## config.mk

```make
export PLATFORM = sky130hd
export DESIGN_NAME = inst_mem_loader
export DESIGN_NICKNAME = d
export VERILOG_FILES = /design/src/rtl/inst_mem_loader.sv
export SDC_FILE = /design/constraint.sdc
export NUM_CORES = 1
export LEC_CHECK = 0
export ABC_CLOCK_PERIOD_IN_PS = 3500
export CORE_UTILIZATION = 52
export CTS_CLUSTER_SIZE = 16
export DETAILED_ROUTE_END_ITERATION = 7
export HOLD_SLACK_MARGIN = 0.05
export PLACE_DENSITY = 0.79
export SLEW_MARGIN = 0
export SYNTH_ARGS = -nofsm -noshare
export SYNTH_HDL_FRONTEND = slang
export SYNTH_SLANG_ARGS = --single-unit
export TNS_END_PERCENT = 1
```

## constraint.sdc

```tcl
create_clock -name clk -period 3.5 [get_ports clk]
set_clock_uncertainty 0.15 [all_clocks]
set_input_delay 0.7 -clock clk [delete_from_list [all_inputs] [get_ports clk]]
set_output_delay 0.7 -clock clk [all_outputs]
set_load 0.005 [all_outputs]
```

## src/rtl/inst_mem_loader.sv

```systemverilog
// Boot-time instruction memory loader.
// Consumes a byte stream: 16-bit little-endian word count, then that many
// little-endian 32-bit instructions, each written to the instruction memory.
// The CPU is held off while a load is in flight or after a rejected header.
module inst_mem_loader #(
    parameter int INST_MEM_SIZE = 1024,
    parameter int CNT_W         = 16
) (
    input  logic             clk,
    input  logic             rst,
    input  logic             start,
    input  logic [7:0]       rx_data,
    input  logic             rx_valid,
    output logic             rx_ready,
    output logic             wr_en,
    output logic [31:0]      wr_addr,
    output logic [31:0]      wr_data,
    output logic             cpu_hold,
    output logic             busy,
    output logic             done,
    output logic             err,
    output logic [CNT_W-1:0] word_cnt
);

    typedef enum logic [2:0] {IDLE, HDR0, HDR1, DATA, DONE, ERROR} state_t;

    localparam logic [CNT_W-1:0] LIMIT = CNT_W'(INST_MEM_SIZE);

    state_t           state;
    logic [7:0]       n_lo;       // low header byte, held until HDR1
    logic [CNT_W-1:0] n_words;    // decoded word count for this session
    logic [CNT_W-1:0] k;          // index of the word being assembled
    logic [1:0]       b;          // byte position within the current word
    logic [23:0]      asm_buf;    // first three bytes of the current word
    logic             xfer;
    logic [CNT_W-1:0] hdr;

    assign xfer = rx_valid && rx_ready;
    assign hdr  = CNT_W'({rx_data, n_lo});

    // Handshake and status are pure decodes of the state plus the write strobe.
    always_comb begin
        busy     = (state == HDR0) || (state == HDR1) || (state == DATA);
        rx_ready = busy;
        cpu_hold = busy || wr_en || (state == ERROR);
    end

    // Session FSM: header decode, word assembly and registered write port.
    always_ff @(posedge clk) begin
        if (rst) begin
            state    <= IDLE;
            wr_en    <= 1'b0;
            wr_addr  <= '0;
            wr_data  <= '0;
            done     <= 1'b0;
            err      <= 1'b0;
            word_cnt <= '0;
            n_lo     <= '0;
            n_words  <= '0;
            k        <= '0;
            b        <= '0;
            asm_buf  <= '0;
        end else begin
            wr_en <= 1'b0;
            case (state)
                IDLE, DONE, ERROR: begin
                    if (start) begin
                        state    <= HDR0;
                        done     <= 1'b0;
                        err      <= 1'b0;
                        word_cnt <= '0;
                        k        <= '0;
                        b        <= '0;
                    end
                end
                HDR0: begin
                    if (xfer) begin
                        n_lo  <= rx_data;
                        state <= HDR1;
                    end
                end
                HDR1: begin
                    if (xfer) begin
                        n_words <= hdr;
                        if (hdr == '0) begin
                            state <= DONE;
                            done  <= 1'b1;
                        end else if (hdr > LIMIT) begin
                            state <= ERROR;
                            err   <= 1'b1;
                        end else begin
                            state <= DATA;
                        end
                    end
                end
                DATA: begin
                    if (xfer) begin
                        b <= b + 2'd1;
                        case (b)
                            2'd0: asm_buf[7:0]   <= rx_data;
                            2'd1: asm_buf[15:8]  <= rx_data;
                            2'd2: asm_buf[23:16] <= rx_data;
                            default: begin
                                // Fourth byte completes the word: issue the write.
                                wr_en    <= 1'b1;
                                wr_data  <= {rx_data, asm_buf};
                                wr_addr  <= 32'(k) << 2;
                                word_cnt <= k + 1'b1;
                                k        <= k + 1'b1;
                                if (k == n_words - 1'b1) begin
                                    state <= DONE;
                                    done  <= 1'b1;
                                end
                            end
                        endcase
                    end
                end
                default: state <= IDLE;
            endcase
        end
    end

endmodule
```

* Word level (Yosys, flattened, before mapping) *
Cells that the tools add are included.

word-level totals
  bits in registers = 120
  bits of input ports = 12
  output and inout bits = 86
  logic and storage cells = 90

operators by class
  $add $sub $neg = 3
  magnitude comparators = 1
  equal/unequal tests = 17
  multiplexer cells = 28
  bitwise gates (word level) = 3
  reductions and logical operators = 25

operators with widths
  operator                                               count
  2-to-1 mux 16 bit                                      3
  case mux 16 bit (2 select lines)                       1
  2-to-1 mux 3 bit                                       8
  adder 16 x 1 -> 16 bit, second input constant          1
  equality test 16 bit                                   1
  > comparator 16 x 11 -> 1 bit, second input constant   1
  zero test 16 bit                                       1
  subtractor 16 x 1 -> 16 bit, second input constant     1
  AND reduction 3 bit                                    5
  inequality test 2 bit, second input constant           6
  case mux 3 bit (4 select lines)                        1
  2-to-1 mux 1 bit                                       10
  OR reduction 3 bit                                     3
  AND reduction 7 bit                                    1
  equality test 3 x 2 -> 1 bit, second input constant    2
  equality test 3 bit, second input constant             2
  inequality test 2 x 1 -> 1 bit, second input constant  3
  AND reduction 6 bit                                    1
  AND reduction 5 bit                                    1
  logical OR 1 bit                                       4
  2-to-1 mux 2 bit                                       2
  case mux 2 bit (2 select lines)                        1
  AND reduction 2 bit                                    2
  AND reduction 4 bit                                    1
  12 further kinds                                       15

* Longest topological paths before layout *
Gate-level depths: netlist of run 1.

  depth after elaboration = 6
  depth in mapped cells = 8
  depth with buffers taken out = 8

* Worst setup path after synthesis of run 1 *
No wires, ideal clock.

  path kind = input to register
  start point = in rx_valid
  end point = reg k[13]
  data arrival time = 2.388 ns
  path slack = 0.892 ns
  stages = 8
  path buffers = 2
  cells stage by stage = clkbuf_1 -> nand4b_1 -> o32ai_1 -> nand4_1 -> nand2b_1 -> clkbuf_1 -> or3_1 -> a21oi_1

between the ends
  longest elaborated chain between the ends = 3

ends and longest elaborated chain
  element                                 line  RTL
  start: declaration                      13    input logic rx_valid,
  logical AND 1 bit                       38    assign xfer = rx_valid && rx_ready;
  inequality test 2 bit (no source line)  --
  AND reduction 4 bit (no source line)    --
  end signal: assignment                  109   k <= k + 1'b1;
  end: declaration                        32    logic [CNT_W-1:0] k;

Every way passes these cells.
A chain may end at the register's enable or synchronous reset.

* Worst setup path in the final report of run 1 *
  start point = reg n_words[4]
  end point = reg state[0]

between the ends
  longest elaborated chain between the ends = 4

ends and longest elaborated chain
  element                                          line  RTL
  start: declaration                               31    logic [CNT_W-1:0] n_words;
  start signal: assignment                         84    n_words <= hdr;
  subtractor 16 x 1 -> 16 bit                      110   if (k == n_words - 1'b1) begin
  equality test 16 bit                             110
  inequality test 2 x 1 -> 1 bit (no source line)  --
  AND reduction 6 bit (no source line)             --
  end signal: assignment                           92    state <= DATA;
  end signal: assignment                           111   state <= DONE;
  end signal: assignment                           118   default: state <= IDLE;
  end: declaration                                 29    state_t state;

Every way passes these cells.

==> flow_metrics.tcl, run 1 <==
set metrics [dict create \
    groute.usage.overall 0.278 \
    max_freq_ghz 0.332 \
    synth_seq_area_share 0.452 \
    synth_fa_ha_area_frac 0.0141 \
    cts_resized 0 \
    setup_tns_ps 0 \
    clkPwrFrac 0.506 \
    synthDistinctLibCells 56 \
    synthSimpleGateAreaFrac 0.256 \
    power_density_nw_per_um2 575 \
    dpl.hpwl_um 9120 \
    rows 36 \
    crit_fanout 9 \
    synthFlopType "dfxtp_1" \
    seqPwrFrac 0.374 \
    switching_share 0.250 \
    synth-compound-area-share 0.158 \
    timing.max_cap.violations 0 \
    drive_gt1_frac 0.0733 \
    antenna_found_initial 0 \
    p_total_mw 3.93 \
    dr.pass1.iters 5 \
    path_clk_slew_ps 60 \
    setup_violations 0 \
    core_area_um2 9820 \
    io_buffers 81 \
    synth_top_family_by_area "simple AND/OR/NAND/NOR gates" \
    status "complete, no violations" \
    regToRegStartpoint "n_words[4]" \
    die_h_um 103 \
    postCtsSetupBuffers 0 \
    p_switching_uw 983 \
    r2r_cells 6 \
    layout_common_cells "nand2_1 (183), dfxtp_1 (120), a21oi_1 (112), clkdlybuf4s50_1 (80), nand3_1 (35)" \
    grt_overflow_total 0 \
    cts_hold_buf 0 \
    yosys.area.top_type "dfxtp_1" \
    final_common_cell "nand2_1" \
    finalCriticalPeriod_ps 3010 \
    slew_headroom 0.448 \
    drtIter0Drc 358 \
    synthXorXnorAreaFrac 0.0438 \
    hold_viol_final 0 \
    ys_seq_elements 120 \
    syn_inst 686 \
    wirelength_um 13800 \
    r2r-end "state[0]" \
    endpoint_kind "flip-flop" \
    start_util 0.541 \
    nNetsFinal 769 \
    routed-via-count 5049 \
    min_path_type "reg -> reg" \
    worstSkewPairLatency_ps 520 \
    ctsRootBufferMaster "clkbuf_8" \
    r2r_slack_ps 490 \
    cts_buffers 17 \
    internal-power_mw 2.95 \
    synth_warnings 0 \
    min_to "wr_addr[11]" \
    cts.sink_count 120 \
    grt_pass1_wl_um 22600 \
    antenna_cells 0 \
    grt_max_degree 86 \
    crit_type "reg -> reg" \
    cp_data_required_time_ps 3710 \
    holdPathStages 2 \
    cp-start-kind "flip-flop" \
    maxSlewViolCount 0 \
    peakVddDrop_mv 0.388 \
    viasPerCell 5.63 \
    grt_pass1_vias 4802 \
    grt_setup_unrepaired "false" \
    muxShareOfSynthArea 0.00778 \
    leakagePower_nw 2.37 \
    cts_tree "done" \
    ant_nets 0 \
    synth_edf_count 0 \
    ioPinCount 98 \
    place_congestion 0.923 \
    syn_area_per_cell_um2 7.74 \
    synth_top_area_share 0.452 \
    cp.arrival_ps 3220 \
    drc 0 \
    power_frac_comb 0.120 \
    die-width_um 103 \
    cp-startpoint "n_words[4]" \
    areaGrowthSynthToFinish_pct 28.7 \
    ctsLongestPathBuffers 2 \
    htreeDepth 4 \
    die_area_um2 10600 \
    min_from "wr_addr[11]" \
    min_period_over_period 0.860 \
    detail_route.wl_per_cell_um 15.4 \
    synthArstFlopShare 0 \
    tightest_slew_ps 828 \
    synthTopCellsByArea "dfxtp_1 (45%), nand2_1 (13%), a21oi_1 (11%), nand3_1 (3.3%), clkbuf_1 (2.8%)" \
    synthesis.area_um2 5310 \
]
[metrics by stage]
| step | utilization | cells | setup WS [ps] | hold slack, ps | instance area (µm²) |
|---|---|---|---|---|---|
| finish | 0.696 | 897 | 489 | 302 | 6840 |
| global route | 0.696 | 897 | 357 | 320 | 6840 |
| CTS | 0.696 | 897 | 538 | 303 | 6840 |
| detailed placement | 0.627 | 865 | 291 | 295 | 6150 |
| global placement | 0.627 | 865 | 418 | 290 | 6150 |
| floorplan | - | 701 | 892 | 282 | 5370 |
[flip-flops by register name, indices dropped and copies added (netlist names)]
name     count
asm_buf     24
b            2
done         1
err          1
k           16
n_lo         8
n_words     16
state        3
wr_addr     16
wr_data     32
wr_en        1
[worst max path at each step]
stage	end	slack, ps	cells past startpoint
finish	state[0]	490	6
global route	state[0]	360	6
CTS	state[0]	540	8
detailed placement	k[11]	290	7
global placement	k[13]	420	7
floorplan	k[13]	890	8
[worst max-delay path, stage by stage (launching register included)]
cell and delay [ps]:
dfxtp_1 390, or4_1 620, nor3_1 430, mux2i_1 250, o31ai_1 110, a2111oi_2 730
a31oi_1 160
[cell families (layout without fill, tap and decap cells)]
family                   count (synthesis)  after routing
buffers and inverters                   77            140
flip-flops                             120            120
adder cells (fa/ha/maj)                  6              6
AO/OA/AOI/OAI                          149            149
multiplexers                             4              4
other                                    1             16
XOR/XNOR                                25             25
AND/OR/NAND/NOR                        304            304
[metal layers]
layer	up-vias	GRT usage	part of all wire	wire length (µm)
met2	222	0.479	0.51	6970
met5	-	0	0	0
met1	2361	0.323	0.40	5570
li1	2432	-	-	-
met3	34	0.0732	0.069	952
met4	0	0.126	0.021	284
[cell type report]
cell class                 instances  area (µm²)
fill                             824        2980
tap                              133         166
multi-input combinational        504        2620
sequential                       120        2400
inverter                          14        52.6
clock inverter                    13         239
timing repair buffer              94         918
clock buffer                      19         442
[Yosys cell counts (4+ instances only)]
cell / number
nor3_1: 9
or3_1: 13
nand2_1: 184
dfxtp_1: 120
buf_4: 17
clkbuf_1: 40
inv_1: 14
xor2_1: 11
nor2_1: 23
nor4_1: 4
o21ai_0: 12
nand4_1: 11
a21oi_1: 112
xnor2_1: 13
nand3_1: 35
ha_1: 6
[power by group through the flow]
stage	clock (mW)	sequential, mW	combinational [mW]
2_1_floorplan	0	1.46	0.345
3_3_place_gp	0	1.49	0.445
3_5_place_dp	0	1.49	0.459
4_1_cts	2.00	1.47	0.466
5_1_grt	2.07	1.48	0.519
6_report	1.99	1.47	0.472
Power figures use the tool's default switching activity.
==> run 2: changes to the inputs <==
- ABC_AREA: unset -> 1
- CORE_UTILIZATION: 52 -> 53
- PLACE_DENSITY: 0.79 -> 0.81
- SETUP_SLACK_MARGIN: unset -> 0.2
- SLEW_MARGIN: 0 -> 40
==> run 2 against run 1 <==
Compared with the run above:
- sequential cell count is the same
- worst hold slack gained 33 ps
- critical path depth shrank 1
- synthesized cell count grew 13%
- non-clock buffer count shrank 7
- final area grew 0.29%
- combinational power grew 150%
- first-iteration DRC count shrank 27%
- power grew 12%
- synthesized area grew 2.0%
==> flow_metrics.tcl, run 2 <==
set metrics [dict create \
    cts_resized 0 \
    grt_setup_unrepaired "false" \
    syn_inst 774 \
    synth_top_family_by_area "simple AND/OR/NAND/NOR gates" \
    postCtsSetupBuffers 0 \
    antenna_cells 0 \
    detail_route.wl_per_cell_um 14.1 \
    start_util 0.552 \
    dr.pass1.iters 5 \
    synthXorXnorAreaFrac 0.0242 \
    cts_tree "done" \
    cp_data_required_time_ps 2650 \
    highest_layer "met4" \
    ys_seq_elements 120 \
    synthArstFlopShare 0 \
    syn_area_per_cell_um2 7.00 \
    yosys.area.top_type "dfxtp_1" \
    post-route-cell-area_um2 6860 \
    synth_warnings 0 \
    drc 0 \
    grt_max_degree 77 \
    crit_fanout 3 \
    ioPinCount 98 \
    critPathMaxStageDelay_ps 510 \
    timing.max_cap.violations 0 \
    placed_cell_area_um2 6280 \
    drive_gt1_frac 0.0648 \
    cp.arrival_ps 1910 \
    endpoint_kind "output pin" \
    min_path_type "reg -> reg" \
    cts_hold_buf 0 \
    worst_slack_ps 741 \
    grt_pass1_wl_um 23100 \
    synth.most_common_cell "nor2_1" \
    fin_util 0.698 \
    cts.sink_count 120 \
    viasPerCell 5.23 \
    met1_length_um 6110 \
    synth_edf_count 0 \
    cts_buffers 17 \
    multi_input_area_um2 2600 \
    die_h_um 103 \
    crit_buf_inv 3 \
    wirelength_um 14100 \
    critPathTopFamily "buffers and inverters" \
    htreeDepth 4 \
    drtIter0Drc 261 \
    ctsLongestPathBuffers 2 \
    die-width_um 103 \
    worstSkewPairLatency_ps 530 \
    regMostFlops "wr_data" \
    rows 36 \
    dpl.hpwl_um 9810 \
    power_density_nw_per_um2 645 \
    pre_cts_ws_ps 606 \
    path_clk_slew_ps 60 \
    setup_tns_ps 0 \
    wl_met3_um 722 \
    muxShareOfSynthArea 0 \
    largest_reg_flops 32 \
    synth-compound-area-share 0.147 \
    antenna_found_initial 0 \
    dr_wl_met2_um 6870 \
    hold_viol_final 0 \
    place_congestion 0.880 \
    routed-via-count 5210 \
    synth_fa_ha_area_frac 0.0139 \
    slowest_stage "clkdlybuf4s50_1" \
    die_area_um2 10600 \
    crit_type "reg -> out" \
    nNetsFinal 870 \
    areaGrowthSynthToFinish_pct 26.5 \
    seq_area_um2 2400 \
    status "complete, no violations" \
    cp-start-kind "flip-flop" \
    crit_chain "inv_1, nor2_1, inv_2, nand2_1, clkdlybuf4s50_1" \
    reg_top3 "wr_data (32), asm_buf (24)" \
    ctsRootBufferMaster "clkbuf_8" \
    leakagePower_nw 3.07 \
    slew_headroom 0.609 \
    min_period_over_period 0.788 \
    io_buffers 81 \
    synthSimpleGateAreaFrac 0.283 \
    grt_pass1_vias 4886 \
    maxSlewViolCount 0 \
    synthTopCellsByArea "dfxtp_1 (44%), nor2_1 (14%), o21ai_0 (9.9%), nand2_1 (7.7%), a21oi_1 (4.1%)" \
    setup_violations 0 \
    ant_nets 0 \
    tightest_slew_ps 584 \
    synth_seq_area_share 0.443 \
    layout_common_cells "nor2_1 (204), dfxtp_1 (120), nand2_1 (111), o21ai_0 (107), clkdlybuf4s50_1 (81)" \
    core_area_um2 9820 \
    synthesis.area_um2 5420 \
    max_freq_ghz 0.362 \
    synthTopCellsByCount "nor2_1 (204), dfxtp_1 (120), nand2_1 (111)" \
    peakVddDrop_mv 0.494 \
    groute.usage.overall 0.284 \
    synth_top_area_share 0.443 \
    synthDistinctLibCells 37 \
    grt_overflow_total 0 \
    finalCriticalPeriod_ps 2760 \
    num-fill-cells 840 \
    final_common_cell "nor2_1" \
    synthFlopType "dfxtp_1" \
]
==> run 2: area by class of cell <==
cell class	instances	share of cell area
sequential	120	0.350
inverter	63	0.0352
tap	133	0.0243
clock buffer	18	0.0624
multi-input combinational	563	0.380
clock inverter	13	0.0214
timing repair buffer	87	0.127
==> run 2: per-layer routing <==
layer	vias to the layer above	global-route usage
li1	2603	-
met3	26	0.0610
met5	-	0
met2	157	0.491
met1	2424	0.338
met4	0	0.131
==> run 2: metrics by stage <==
stage | std cells | hold WS, ps | total power [mW]
floorplan | 789 | 297 | 2.43
global placement | 966 | 303 | 2.69
detailed placement | 966 | 326 | 2.74
CTS | 997 | 335 | 4.42
global route | 997 | 352 | 4.68
finish | 997 | 335 | 4.42
==> run 2: path summary, 6_finish.rpt <==
check	startpoint	to	cells after the start	slack [ps]
max	state[1]	rx_ready	5	740
min	done	done	2	340
max reg2reg	n_words[0]	state[0]	13	1390
min reg2reg	done	done	2	340
==> run 2: kinds of logic (layout without fill, tap and decap cells) <==
family / Yosys count / after routing
AND/OR/NAND/NOR: 369 / 369
flip-flops: 120 / 120
other: 1 / 16
XOR/XNOR: 15 / 15
buffers and inverters: 106 / 181
AO/OA/AOI/OAI: 157 / 157
adder cells (fa/ha/maj): 6 / 6
==> run 2: worst register-to-register path: stages (launching register included) <==
cell and delay [ps]:
dfxtp_1 330, inv_2 90, ha_1 240, nand2_1 150
nor2_1 200, nand2_1 100, xor2_1 140, nand2_1 70
nor2_1 130, nand2_1 70, nand2_1 140, nand3_1 100
nand2_1 80, inv_1 30
==> run 2: power breakdown <==
part | leakage, nW | switching, mW | internal (mW) | total (mW)
Clock | 0.278 | 0.655 | 1.03 | 1.69
Combinational | 1.82 | 0.745 | 0.423 | 1.17
Sequential | 0.970 | 0.0926 | 1.47 | 1.57
Total | 3.07 | 1.49 | 2.93 | 4.42
==> run 3: changes to the inputs <==
- ABC_CLOCK_PERIOD_IN_PS: 3500 -> 2500
- CORE_UTILIZATION: 53 -> 47
- PLACE_DENSITY: 0.81 -> 0.76
- clock period: 3.5 -> 2.5 ns (I/O delays scaled with it)
==> run 3 against run 2 <==
Compared with the run above:
- final cell count increased by 2.2%
- first-iteration DRC count increased by 13%
- routed wire length decreased by 0.65%
- final area increased by 1.8%
- sequential share of layout area decreased by 0.56 points
- via count increased by 0.40%
- clock power increased by 37%
==> flow_metrics.tcl, run 3 (same netlist as run 2, synthesis figures left out) <==
set metrics [dict create \
    status "complete, no violations" \
    num-fill-cells 970 \
    grt_setup_unrepaired "true" \
    rows 38 \
    drive_gt1_frac 0.0887 \
    r2r_slack_ps 440 \
    core_area_um2 11000 \
    die-width_um 109 \
    cts_tree "done" \
    finalCriticalPeriod_ps 2270 \
    ctsRootBufferMaster "clkbuf_16" \
    antenna_found_initial 0 \
    ctsLongestPathBuffers 2 \
    cp.arrival_ps 1620 \
    final_common_cell "nor2_1" \
    power_density_nw_per_um2 883 \
    die_area_um2 12000 \
    r2r-end "state[1]" \
    reg_top3 "wr_data (32), asm_buf (24)" \
    multi_input_area_um2 2620 \
    min_path_type "reg -> reg" \
    dp.cells 987 \
    stdcell_count 1019 \
    antenna_cells 0 \
    ioPinCount 98 \
    path_clk_slew_ps 60 \
    ant_nets 0 \
    regMostFlops "wr_data" \
    peakVddDrop_mv 0.774 \
    drtIter0Drc 295 \
    cts.sink_count 120 \
    dpl.hpwl_um 9800 \
    leakagePower_nw 3.12 \
    endpoint_kind "output pin" \
    layout_common_cells "nor2_1 (203), dfxtp_1 (117), nand2_1 (109), o21ai_0 (107), clkdlybuf4s50_1 (80)" \
    setup_tns_ps 0 \
    regToRegStartpoint "n_words[1]" \
    p_total_mw 6.16 \
    io_buffers 81 \
    cp-start-kind "flip-flop" \
    crit_type "reg -> out" \
    die_h_um 109 \
    wirelength_um 14000 \
    routed-via-count 5231 \
    cp_data_required_time_ps 1850 \
    largest_reg_flops 32 \
    grt_pass1_wl_um 22800 \
    place_congestion 0.940 \
    timing.max_cap.violations 0 \
    dr.pass1.iters 5 \
    areaGrowthSynthToFinish_pct 28.7 \
    crit_fanout 3 \
    post-route-cell-area_um2 6980 \
    min_to "done" \
    r2r_cells 15 \
    min_period_over_period 0.908 \
    maxSlewViolCount 0 \
    holdPathStages 2 \
    start_util 0.491 \
    detail_route.wl_per_cell_um 13.7 \
    grt_pass1_vias 4862 \
    placed_cell_area_um2 6390 \
    viasPerCell 5.13 \
    cts_buffers 17 \
    drc 0 \
    seq_area_um2 2410 \
    max_freq_ghz 0.441 \
    htreeDepth 4 \
    groute.usage.overall 0.250 \
    nNetsFinal 884 \
    worstSkewPairLatency_ps 420 \
    setup_violations 0 \
    min_from "done" \
    grt_max_degree 47 \
    hold_viol_final 0 \
    grt_overflow_total 0 \
]
run 3: cell types whose count changed in the layout (fill, tap and decap cells not counted), moves of 2 or more:
cell,delta
dfxtp_1,-3
nand2_2,+2
clkinvlp_4,+5
buf_4,+14
nand2_1,-2
clkinv_4,-2
dfxtp_2,+3
run 3: routing by layer:
metal,track usage,part of all wire,up-vias
li1,-,-,2651
met1,0.328,0.46,2408
met2,0.399,0.46,148
met3,0.0634,0.057,24
met4,0.0914,0.018,0
met5,0,0,-
run 3: cell type report:
| type | instances | area share |
|---|---|---|
| clock buffer | 18 | 0.0629 |
| multi-input combinational | 563 | 0.375 |
| sequential | 120 | 0.345 |
| tap | 140 | 0.0251 |
| inverter | 63 | 0.0346 |
| clock inverter | 14 | 0.0183 |
| timing repair buffer | 101 | 0.139 |
run 3: per-stage QoR:
stage / utilization / hold WS [ps] / worst slack [ps]
after floorplan: - / 297 / 723
after global placement: 0.580 / 312 / 252
after detailed placement: 0.580 / 308 / 208
after CTS: 0.632 / 322 / 196
after global routing: 0.632 / 347 / 173
final: 0.632 / 318 / 231
run 3: what timing repair did:
item	4_1_cts	5_1_grt
setup endpoints to repair	3	6
hold buffers	0	0
pin swaps	1	0
buffers inserted	0	0
resized for setup	5	4
endpoints found under the hold margin	0	0
run 3: worst max-delay path, cell delays in order (launching register included):
cell	delay, ps
dfxtp_2	350
inv_2	80
nor2_4	130
nor2_1	60
nand2_1	80
clkdlybuf4s50_1	510
run 3: how the worst max path moves through the flow:
stage | startpoint | endpoint | slack, ps | depth (start not counted)
after global placement | rx_valid | k[9] | 250 | 12
after CTS | state[1] | busy | 200 | 5
after global routing | state[0] | cpu_hold | 170 | 5
final | state[1] | cpu_hold | 230 | 5
after detailed placement | rx_valid | k[9] | 210 | 12
after floorplan | n_words[0] | state[1] | 720 | 17
run 3: report_power, final:
group	total [mW]	internal (mW)	switching, mW	leakage, nW
Clock	2.32	1.39	0.930	0.257
Sequential	2.20	2.07	0.133	0.971
Combinational	1.64	0.607	1.03	1.89
Total	6.16	4.07	2.09	3.12
